$ cat src/rtl/mux_4to1_rr.sv
// Four-channel valid/ready merge with a round-robin arbiter and a registered output stage.
// The output carries the index of the source channel so a downstream demux can route it back.
module mux_4to1_rr #(
   parameter int unsigned width = 64
) (
   input  logic             clk,
   input  logic             rst_n,
   input  logic [width-1:0] i0,
   input  logic [width-1:0] i1,
   input  logic [width-1:0] i2,
   input  logic [width-1:0] i3,
   input  logic             v0,
   input  logic             v1,
   input  logic             v2,
   input  logic             v3,
   output logic             r0,
   output logic             r1,
   output logic             r2,
   output logic             r3,
   output logic [width-1:0] o,
   output logic [1:0]       sel,
   output logic             o_valid,
   input  logic             o_ready
);

   logic [width-1:0] o_q, o_d;
   logic [1:0]       sel_q, sel_d;
   logic             o_valid_q, o_valid_d;
   logic [1:0]       last_q, last_d;

   logic             ld;
   logic [3:0]       v;
   logic [3:0]       grant;
   logic [3:0]       r;
   logic [1:0]       gidx;
   logic [1:0]       idx;
   logic             gany;
   logic [width-1:0] gdata;

   assign v  = {v3, v2, v1, v0};
   assign ld = !o_valid_q | o_ready;

   // Scan last+1, last+2, last+3, last (mod 4); the first requester wins.
   always_comb begin
      gany = 1'b0;
      gidx = last_q;
      idx  = last_q;
      for (int k = 1; k <= 4; k++) begin
         idx = last_q + 2'(k);
         if (!gany && v[idx]) begin
            gany = 1'b1;
            gidx = idx;
         end
      end
      grant       = 4'b0000;
      grant[gidx] = gany;
   end

   always_comb begin
      case (gidx)
         2'd0:    gdata = i0;
         2'd1:    gdata = i1;
         2'd2:    gdata = i2;
         default: gdata = i3;
      endcase
   end

   // Reset gating keeps every ready low while the block is held in reset.
   assign r  = {4{ld & rst_n}} & grant;
   assign r0 = r[0];
   assign r1 = r[1];
   assign r2 = r[2];
   assign r3 = r[3];

   always_comb begin
      o_d       = o_q;
      sel_d     = sel_q;
      o_valid_d = o_valid_q;
      last_d    = last_q;
      if (ld) begin
         if (gany) begin
            o_d       = gdata;
            sel_d     = gidx;
            o_valid_d = 1'b1;
            last_d    = gidx;
         end else begin
            o_valid_d = 1'b0;
         end
      end
   end

   always_ff @(posedge clk or negedge rst_n) begin
      if (!rst_n) begin
         o_q       <= '0;
         sel_q     <= 2'b00;
         o_valid_q <= 1'b0;
         last_q    <= 2'b11;
      end else begin
         o_q       <= o_d;
         sel_q     <= sel_d;
         o_valid_q <= o_valid_d;
         last_q    <= last_d;
      end
   end

   assign o       = o_q;
   assign sel     = sel_q;
   assign o_valid = o_valid_q;

endmodule
$ cat config.mk
export PLATFORM = sky130hd
export DESIGN_NAME = mux_4to1_rr
export DESIGN_NICKNAME = d
export VERILOG_FILES = /design/src/rtl/mux_4to1_rr.sv
export SDC_FILE = /design/constraint.sdc
export NUM_CORES = 1
export LEC_CHECK = 0
export CELL_PAD_IN_SITES_DETAIL_PLACEMENT = 2
export CELL_PAD_IN_SITES_GLOBAL_PLACEMENT = 2
export CORE_UTILIZATION = 22
export CTS_CLUSTER_DIAMETER = 30
export DETAILED_ROUTE_END_ITERATION = 8
export GPL_TIMING_DRIVEN = 0
export PLACE_DENSITY = 0.91
export SLEW_MARGIN = 20
export SYNTH_ARGS = -nofsm -noshare
export SYNTH_HDL_FRONTEND = slang
export SYNTH_SLANG_ARGS = --single-unit
$ cat constraint.sdc
create_clock -name clk -period 6.1 [get_ports clk]
set_input_delay 0.61 -clock clk [delete_from_list [all_inputs] [get_ports clk]]
set_output_delay 0.61 -clock clk [all_outputs]
set_load 0.005 [all_outputs]
Word level (Yosys, flattened, before mapping)
Cells that the tools add are included.
W data, S select, Z words.
{ "op_classes": {"mul": 0, "n_shift": 0, "eq_ne": 2, "order_cmp": 6, "addsub": 3, "bitwise": 4, "div_mod_pow": 0, "n_reduce_logical": 10, "mux": 20} }
{ "op_table": {"columns": ["cell", "n"], "rows": [
  ["$pmux W64 S3", 1],
  ["$lt A2 B3 Y1 const B", 5],
  ["$mux W1", 10],
  ["$and A4 B4 Y4", 2],
  ["$bmux W1 S2", 4],
  ["$mux W2", 4],
  ["$add A2 B2 Y2 const B", 2],
  ["$logic_and A1 B1 Y1", 4],
  ["$logic_not A1 Y1", 4],
  ["$add A2 B1 Y2 const B", 1],
  ["$demux W1 S2", 1],
  ["$eq A2 B1 Y1 const B", 1],
  ["$eq A2 B2 Y1 const B", 1],
  ["$ge A2 B1 Y1 const B", 1],
  ["$logic_not A2 Y1", 1],
  ["$reduce_and A2 Y1", 1],
  ["$and A1 B1 Y1", 1],
  ["$or A1 B1 Y1", 1]
]} }
{ "totals": {"mem_count": 0, "register_bits": 69, "output_inout_bits": 71, "mem_bits_rw": 0, "romBits": 0, "latchBits": 0} }

Longest topological paths before layout
{ "logic_depth": {"word_depth": 19, "ltp_mapped": 9, "depth_no_buf": 5} }

Least setup slack after synthesis
Ideal clock, no wire load.
{ "synth_path": {"path_type": "input -> output", "startpoint": "input v3", "endpoint": "output r0", "setup_slack_ns": 3.693, "stages": 7, "arrival_time_ns": 1.797, "n_path_buf": 3, "required_ns": 5.490, "path_cell_list": "or4_1 > clkbuf_1 > and2_1 > buf_6 > buf_6 > nand3_1 > nor2_1"} }
{ "synth_between": {"elab_chain_len": 18, "word_cells_on_any_way": 29} }
{ "synth_rtl": {"columns": ["element", "line", "source"], "rows": [
  ["from (decl)", "15", "input logic v3,"],
  ["$bmux W1 S2", "50", "if (!gany && v[idx]) begin"],
  ["$mux W1 (implied by the code)", "50", null],
  ["$mux W1", "50", null],
  ["$logic_not A1 Y1", "50", null],
  ["$logic_and A1 B1 Y1", "50", null],
  ["$mux W1", "50", null],
  ["$logic_not A1 Y1", "50", null],
  ["$logic_and A1 B1 Y1", "50", null],
  ["(+2 left out)", null, null],
  ["$logic_and A1 B1 Y1", "50", null],
  ["$mux W2", "50", null],
  ["$lt A2 B3 Y1 (implied by the code) or $ge A2 B1 Y1 (tied branches)", "56", "grant[gidx] = gany;"],
  ["$logic_and A1 B1 Y1 (implied by the code)", "56", null],
  ["$mux W1 (implied by the code)", "56", null],
  ["$demux W1 S2", "56", null],
  ["$and A4 B4 Y4 (no line) *", null, null],
  ["$and A4 B4 Y4 *", "69", "assign r = {4{ld & rst_n}} & grant;"],
  ["to (decl)", "16", "output logic r0,"]
]} }
Every way passes the cells marked *; elsewhere a longest branch is shown, timed or not. The select of a mux whose other input is x is not followed.

Worst setup path after layout
{ "layout_path": {"startpoint": "input v0", "endpoint": "output r2"} }
{ "layout_between": {"elab_chain_len": 18, "word_cells_on_any_way": 29} }
{ "layout_rtl": {"columns": ["element", "line", "source"], "rows": [
  ["from (decl)", "12", "input logic v0,"],
  ["$bmux W1 S2", "50", null],
  ["$mux W1 (implied by the code)", "50", null],
  ["$mux W1", "50", null],
  ["$logic_not A1 Y1", "50", null],
  ["$logic_and A1 B1 Y1", "50", null],
  ["$mux W1", "50", null],
  ["$logic_not A1 Y1", "50", null],
  ["$logic_and A1 B1 Y1", "50", null],
  ["(+2 left out)", null, null],
  ["$logic_and A1 B1 Y1", "50", null],
  ["$mux W2", "50", null],
  ["$lt A2 B3 Y1 (implied by the code) or $ge A2 B1 Y1 (tied branches)", "56", null],
  ["$logic_and A1 B1 Y1 (implied by the code)", "56", null],
  ["$mux W1 (implied by the code)", "56", null],
  ["$demux W1 S2", "56", null],
  ["$and A4 B4 Y4 (no line) *", null, null],
  ["$and A4 B4 Y4 *", "69", null],
  ["to (decl)", "18", "output logic r2,"]
]} }
Marked as above.

==> summary.txt <==
Status
  – Status: completed

Power
  – P_leak: 3.760 nW
  – P per Cell Area: 308.3 nW/µm²
  – Worst vdd ir: 0.1127 mV

Worst hold path
  – HP Class: input port to async pin

Placement
  – Detailed Place HPWL: 23890 µm
  – Port bufs: 333
  – Final Wtd Congestion: around 0.80
  – Placed cell area: approximately 9100 µm²

Route
  – DR vias: between 6k and 7k
  – Drt total wl: 30640 µm
  – Post-DR wirelength/cell: between 20 and 25 µm
  – Avg Vias per Cell: 5.361
  – DR iter-0 viols: 252
  – Drt first pass iters: 4
  – DRT antenna net count: 0
  – DR DRC count: 0

Layout
  – Fillers: ~2.6k
  – Synth-to-layout area growth: 75.87%
  – # nets final: 1180
  – Ant. Diodes: 0
  – Share of layout cells above drive strength 1: 9.653%
  – Final Cell Area: 9467 µm²

CTS
  – # clock sinks: 69
  – Post-CTS setup buffers: 0
  – Hold_buf cts: 0
  – Clock transition at path regs: ~0.070 ns
  – Clock Path Buffers: 2
  – CTS tree: built
  – Post-CTS Resized: 0
  – Latest clock arrival within the worst-skew pair: roughly 0.34 ns
  – H-tree Lvls: 3
  – Root buf cell: clkbuf_16
  – TritonCTS Buffers: 9

Logic synthesis
  – Post-synth EDFFs: 0
  – Async S/R FF share, synth: 100.0%
  – Post-Synthesis Cells: ~570
  – Seq/Total Area, Yosys: between 30% and 40%
  – Seq cells post-synth: between 60 and 70
  – Mapped cell area: between 5000 and 6000 µm²
  – Top_reg_cell synth: dfrtp_1
  – Syn_nets: between 800 and 900
  – Netlist cell types: 31
  – YS warnings: 0
  – Top cell type's share of synthesized area: 31.15%
  – Cell taking the most area after synthesis: dfrtp_1
  – Top area cells in the synthesized netlist: dfrtp_1 (31%), mux2i_1 (12%), a221oi_2 (11%)
  – Post-synth top cells: dfrtp_1 (67), nand3_1 (67), and3_1 (65), mux2i_1 (65), a311oi_1 (64)
  – Avg Cell Area, Syn: 9.410 µm²

Worst setup path
  – Required time worst endpoint: 5.49 ns
  – WS Path Type: input port to output port
  – Critical path fanouts, max: 10
  – Startpoint types: input port
  – RR Endpoint: o[23]$_DFFE_PN0P_
  – Worst R2R Start: last_q[1]$_DFFE_PN1P_
  – Cell Chain, Critical Path: clkdlybuf4s50_1 -> nand3b_1 -> clkbuf_1 -> buf_1 -> nand3_1 -> nor2_1 -> clkdlybuf4s50_1
  – Critical path data arrival time: 3.23 ns
  – Slowest-stage cell, CP: clkbuf_1
  – Reg2reg path depth: 8
  – CP most frequent cell: clkdlybuf4s50_1
  – CP max stage delay: 0.60 ns
  – Critical path capture point type: output port
  – R2R Setup Slk: 3.15 ns

Die
  – Core footprint: 23750 µm²
  – Die Height: around 160 µm
  – Die width: 158.4 µm
  – Starting density of the core: a little under a quarter
  – Row cnt: 56
  – Die area: around 25000 µm²
  – Number of I/O pins: 334

Global route
  – Global-route wire length before repair: 44620 µm
  – Number of global-route vias before repair: between 7k and 8k
  – Gr usage total: 24.07%
  – Largest net degree at the start of global routing: 43
  – Antenna violations before repair: 0
  – Grt ovf: 0

Timing
  – Final Hold Viols: 0
  – Rel. slew slack: 41.86%
  – Highest Clock Rate: between 0.2 and 0.3 GHz
  – Fin. max-slew vios: 0
  – Crit share post-route: 62.93%
  – RSZ-0062 raised after global routing: false
  – Final min period: 3.839 ns
  – Setup TNS: 0 ns
  – Endpoints failing setup: 0
  – Clk_skew: 0.01192 ns
  – Worst-Margin Slew: ~0.87 ns

Run
  – # Max-Cap Violations: 0
[cell type report]
type	instances	area [µm²]	area share, %
plain buffers	87	417.9	4.414
clock buffers	12	256.5	2.709
repair buffers	334	3358	35.47
multi-input cells	416	3236	34.18
clock inverters	4	70.07	0.7402
well taps	319	399.1	4.216
flip-flops and latches	69	1729	18.27
[per-stage QoR]
stage	power, W	utilization [%]	hold WS [ns]	worst slack [ns]	cells
after CTS	0.002948	39.85	0.2158	2.216	1241
after detailed placement	0.002329	38.48	0.4951	2.236	1225
after global routing	0.003075	39.85	0.2244	2.085	1241
after global placement	0.002252	38.37	0.4775	0.5719	1224
after floorplan	0.001453	-	0.3144	3.693	572
final	0.002919	39.85	0.2064	2.261	1241
[state kept, by name, summed over array words and instances, names as in the netlist]
register / count
o_valid: 1
o: 64
sel: 2
last_q: 2
[worst max-delay path: cells and delay by family]
family                 cells  cell delay (ns)
AND/OR/NAND/NOR            3             0.56
buffers and inverters      4             2.06
[power by group]
group | switching (W) | internal [W]
clock | 0.000228 | 0.000380
sequential | 0.000123 | 0.000637
combinational | 0.000758 | 0.000791
total | 0.00111 | 0.00181
[worst max-delay path by stage]
stage / depth (start not counted) / slack (ns) / endpoint / startpoint
after detailed placement: 7 / 2.24 / r2 / v0
after global routing: 7 / 2.08 / r2 / v0
after CTS: 7 / 2.22 / r2 / v0
after global placement: 4 / 0.57 / r0 / rst_n
final: 7 / 2.26 / r2 / v0
after floorplan: 7 / 3.69 / r0 / v3
[placed cells by master (no fill, tap or decap), types with 3 or more instances in the layout]
cell type / count
a21oi_1: 3
a221oi_1: 25
a221oi_2: 39
a311oi_1: 64
and3_1: 65
buf_1: 9
buf_2: 19
buf_6: 8
clkbuf_1: 48
clkbuf_16: 9
clkbuf_2: 3
clkdlybuf4s50_1: 332
dfrtp_1: 67
mux2i_1: 65
nand2b_1: 4
nand3_1: 67
nor2_1: 6
o21ai_1: 62
[metal layers]
layer	GRT usage [%]	part of all wire (%)
met1	26.30	38
met5	0	0
met2	43.94	51
met3	6.641	7.8
met4	9.020	3.2
[kinds of logic (layout without fill, tap and decap cells)]
kind of cell,after synthesis,after routing,synth area share (%)
buffers and inverters,87,437,7.764
multiplexers,65,65,12.09
AO/OA/AOI/OAI,200,200,32.31
flip-flops,69,69,32.12
AND/OR/NAND/NOR,151,151,15.71
(Power assumes the default switching activity.)
==> edit, RTL diff (same settings) <==
`o_q` no longer has a reset.
--- a/src/rtl/mux_4to1_rr.sv
+++ b/src/rtl/mux_4to1_rr.sv
@@ -91,16 +91,18 @@
 
    always_ff @(posedge clk or negedge rst_n) begin
       if (!rst_n) begin
-         o_q       <= '0;
          sel_q     <= 2'b00;
          o_valid_q <= 1'b0;
          last_q    <= 2'b11;
       end else begin
-         o_q       <= o_d;
          sel_q     <= sel_d;
          o_valid_q <= o_valid_d;
          last_q    <= last_d;
       end
+   end
+
+   always_ff @(posedge clk) begin
+      o_q <= o_d;
    end
 
    assign o       = o_q;
Behaviour: not the same (a bounded check fails within 4 cycles, from zero or initial values and one cycle with rst_n low).
==> edit against the original RTL <==
Power shrank 26%; register-to-register slack gained 0.59 ns; largest cell class unchanged; worst setup slack gained 0.033 ns; core utilization grew 5.2 points; critical endpoint is now r3; routed wire length shrank 44%; synthesized area shrank 28%; sequential cell count is the same; cell area shrank 18%; combinational power shrank 36%.
==> edit: results (changes against the original RTL) <==
Iteration-0 DRC Markers=85 (was 252); remaining global-route overflow=0 (unchanged); Arr. time, crit path=3.20 ns (was 3.23 ns); number of synthesized flops with an enable pin=64 (was 0); met1 WL=5.65 mm (was 11.6 mm); first-pass GRT wire length=24.6 mm (was 44.6 mm); Clk Latency, worst-skew pair=0.33 ns; pre-CTS WS=2.29 ns (was 2.24 ns); largest stage delay on the critical path=0.58 ns (was 0.60 ns); met3 WL post-DR=1.28 mm (was 2.39 mm); Reg clk slew, reported paths=0.05 ns (was 0.07 ns); dpl hpwl=14.9 mm (was 23.9 mm); DR top layer=met4 (unchanged); final antenna diode count=0 (unchanged); Root Driver=clkbuf_16 (unchanged); Worst Tran Pin Value=0.749 ns (was 0.872 ns); worst-case vdd ir drop=137 uV (was 113 uV); Post-synth top cells=64 x edfxtp_1, 62 x mux4_2, 8 x buf_6 (was 67 x dfrtp_1, 67 x nand3_1, 65 x and3_1, 65 x mux2i_1, 64 x a311oi_1); CP max stage cell=clkdlybuf4s50_1 (was clkbuf_1); crit-path max FO=48 (was 10); # port buffers=333 (unchanged); detailed-route via count=3422 (was 6653); leading post-synthesis cells by cell area=edfxtp_1 49%, mux4_2 36%, buf_12 2.6% (was dfrtp_1 31%, mux2i_1 12%, a221oi_2 11%); largest net degree at the start of global routing=49 (was 43); CTS Buf Count=9 (unchanged); htree depth=3 (unchanged); top_reg_cell synth=edfxtp_1 (was dfrtp_1); Synth Area in Adders=0% (unchanged); Setup Skew=0.00290 ns (was 0.0119 ns); max reg flops=64 (unchanged); GP Congestion=0.807 (was 0.802); post_cts resized=0 (unchanged); number of global-route vias before repair=4119 (was 7512); post-synthesis mux area share=37.2% (was 12.1%); Synth Area in Compound Gates=2.38% (was 32.3%); share of cells above drive strength 1=18.0% (was 9.65%); final net count=787 (was 1180); YS warnings=0 (unchanged); drt total wl=17.3 mm (was 30.6 mm); Static Leakage=0.00271 uW (was 0.00376 uW); Synth Area in XOR/XNOR=0% (unchanged); status=finished clean (unchanged); overall routing resource usage=19.1% (was 24.1%); routed wl met2=9.90 mm (was 15.7 mm); fill count=1685 (was 2585); CTS Buffer Depth=2 (unchanged); initial antenna violation count=1 (was 0); ys async rst share=7.25% (was 100%); Seq/Total Area, Yosys=52.7% (was 32.1%); HP Class=in -> async (unchanged); Syn Nets=442 (was 835); DRT Pass-1 Iters=4 (unchanged); # Post-CTS Setup Buffers=0 (unchanged); Unique masters post-synth=27 (was 31)
## edit: cell types whose count changed after synthesis, moves of 25 or more
| cell | change |
|---|---|
| edfxtp_1 | +64 |
| a221oi_2 | -39 |
| dfrtp_1 | -64 |
| clkbuf_1 | -46 |
| nand3_1 | -67 |
| a311oi_1 | -64 |
| and3_1 | -65 |
| o21ai_1 | -61 |
| mux4_2 | +62 |
| a221oi_1 | -25 |
| mux2i_1 | -65 |
## edit: worst max-delay path: cells and delay by family
kind,cells,cell delay [ns]
compound gates,1,0.21
buf+inv,4,1.86
simple gates,3,0.51
## edit: routing by layer
metal | up-vias | global-route usage [%]
li1 | 1496 | -
met1 | 1698 | 18.7
met2 | 197 | 37.5
met3 | 31 | 4.88
met4 | 0 | 7.80
met5 | - | 0
## edit: worst paths after layout
check,start,end,slack [ns],depth (start not counted)
max,v0,r3,2.29,8
min,rst_n,o_valid$_DFFE_PN0N_,0.53,1
max reg2reg,last_q[0]$_DFFE_PN1P_,o[37]$_DFFE_PP_,3.74,5
min reg2reg,last_q[0]$_DFFE_PN1P_,last_q[0]$_DFFE_PN1P_,0.53,2
max in group asynchronous,rst_n,last_q[0]$_DFFE_PN1P_,5.29,1
min in group clk,last_q[0]$_DFFE_PN1P_,last_q[0]$_DFFE_PN1P_,0.53,2
## edit: cell type report
cell class / instances / area share (%)
Sequential cell: 69 / 26.3
Clock inverter: 3 / 0.177
Inverter: 3 / 0.145
Multi-Input combinational cell: 92 / 20.9
Timing Repair Buffer: 334 / 43.2
Clock buffer: 12 / 3.04
Buffer: 15 / 2.63
Tap cell: 225 / 3.62
## edit: metrics by stage
stage                     cell area, sq um  cells
final                                 7790    753
after global routing                  7790    753
after CTS                             7790    753
after detailed placement              7540    738
after global placement                7510    737
after floorplan                       3890    179
## edit: logic make-up after synthesis
logic type      after synthesis
buf+inv                      18
simple gates                 15
flops                        69
compound gates               13
mux                          64
## edit: power breakdown
part / internal [uW] / total, uW / switching, uW
sequential: 672 / 708 / 35.4
clock: 270 / 460 / 190
combinational: 645 / 990 / 345
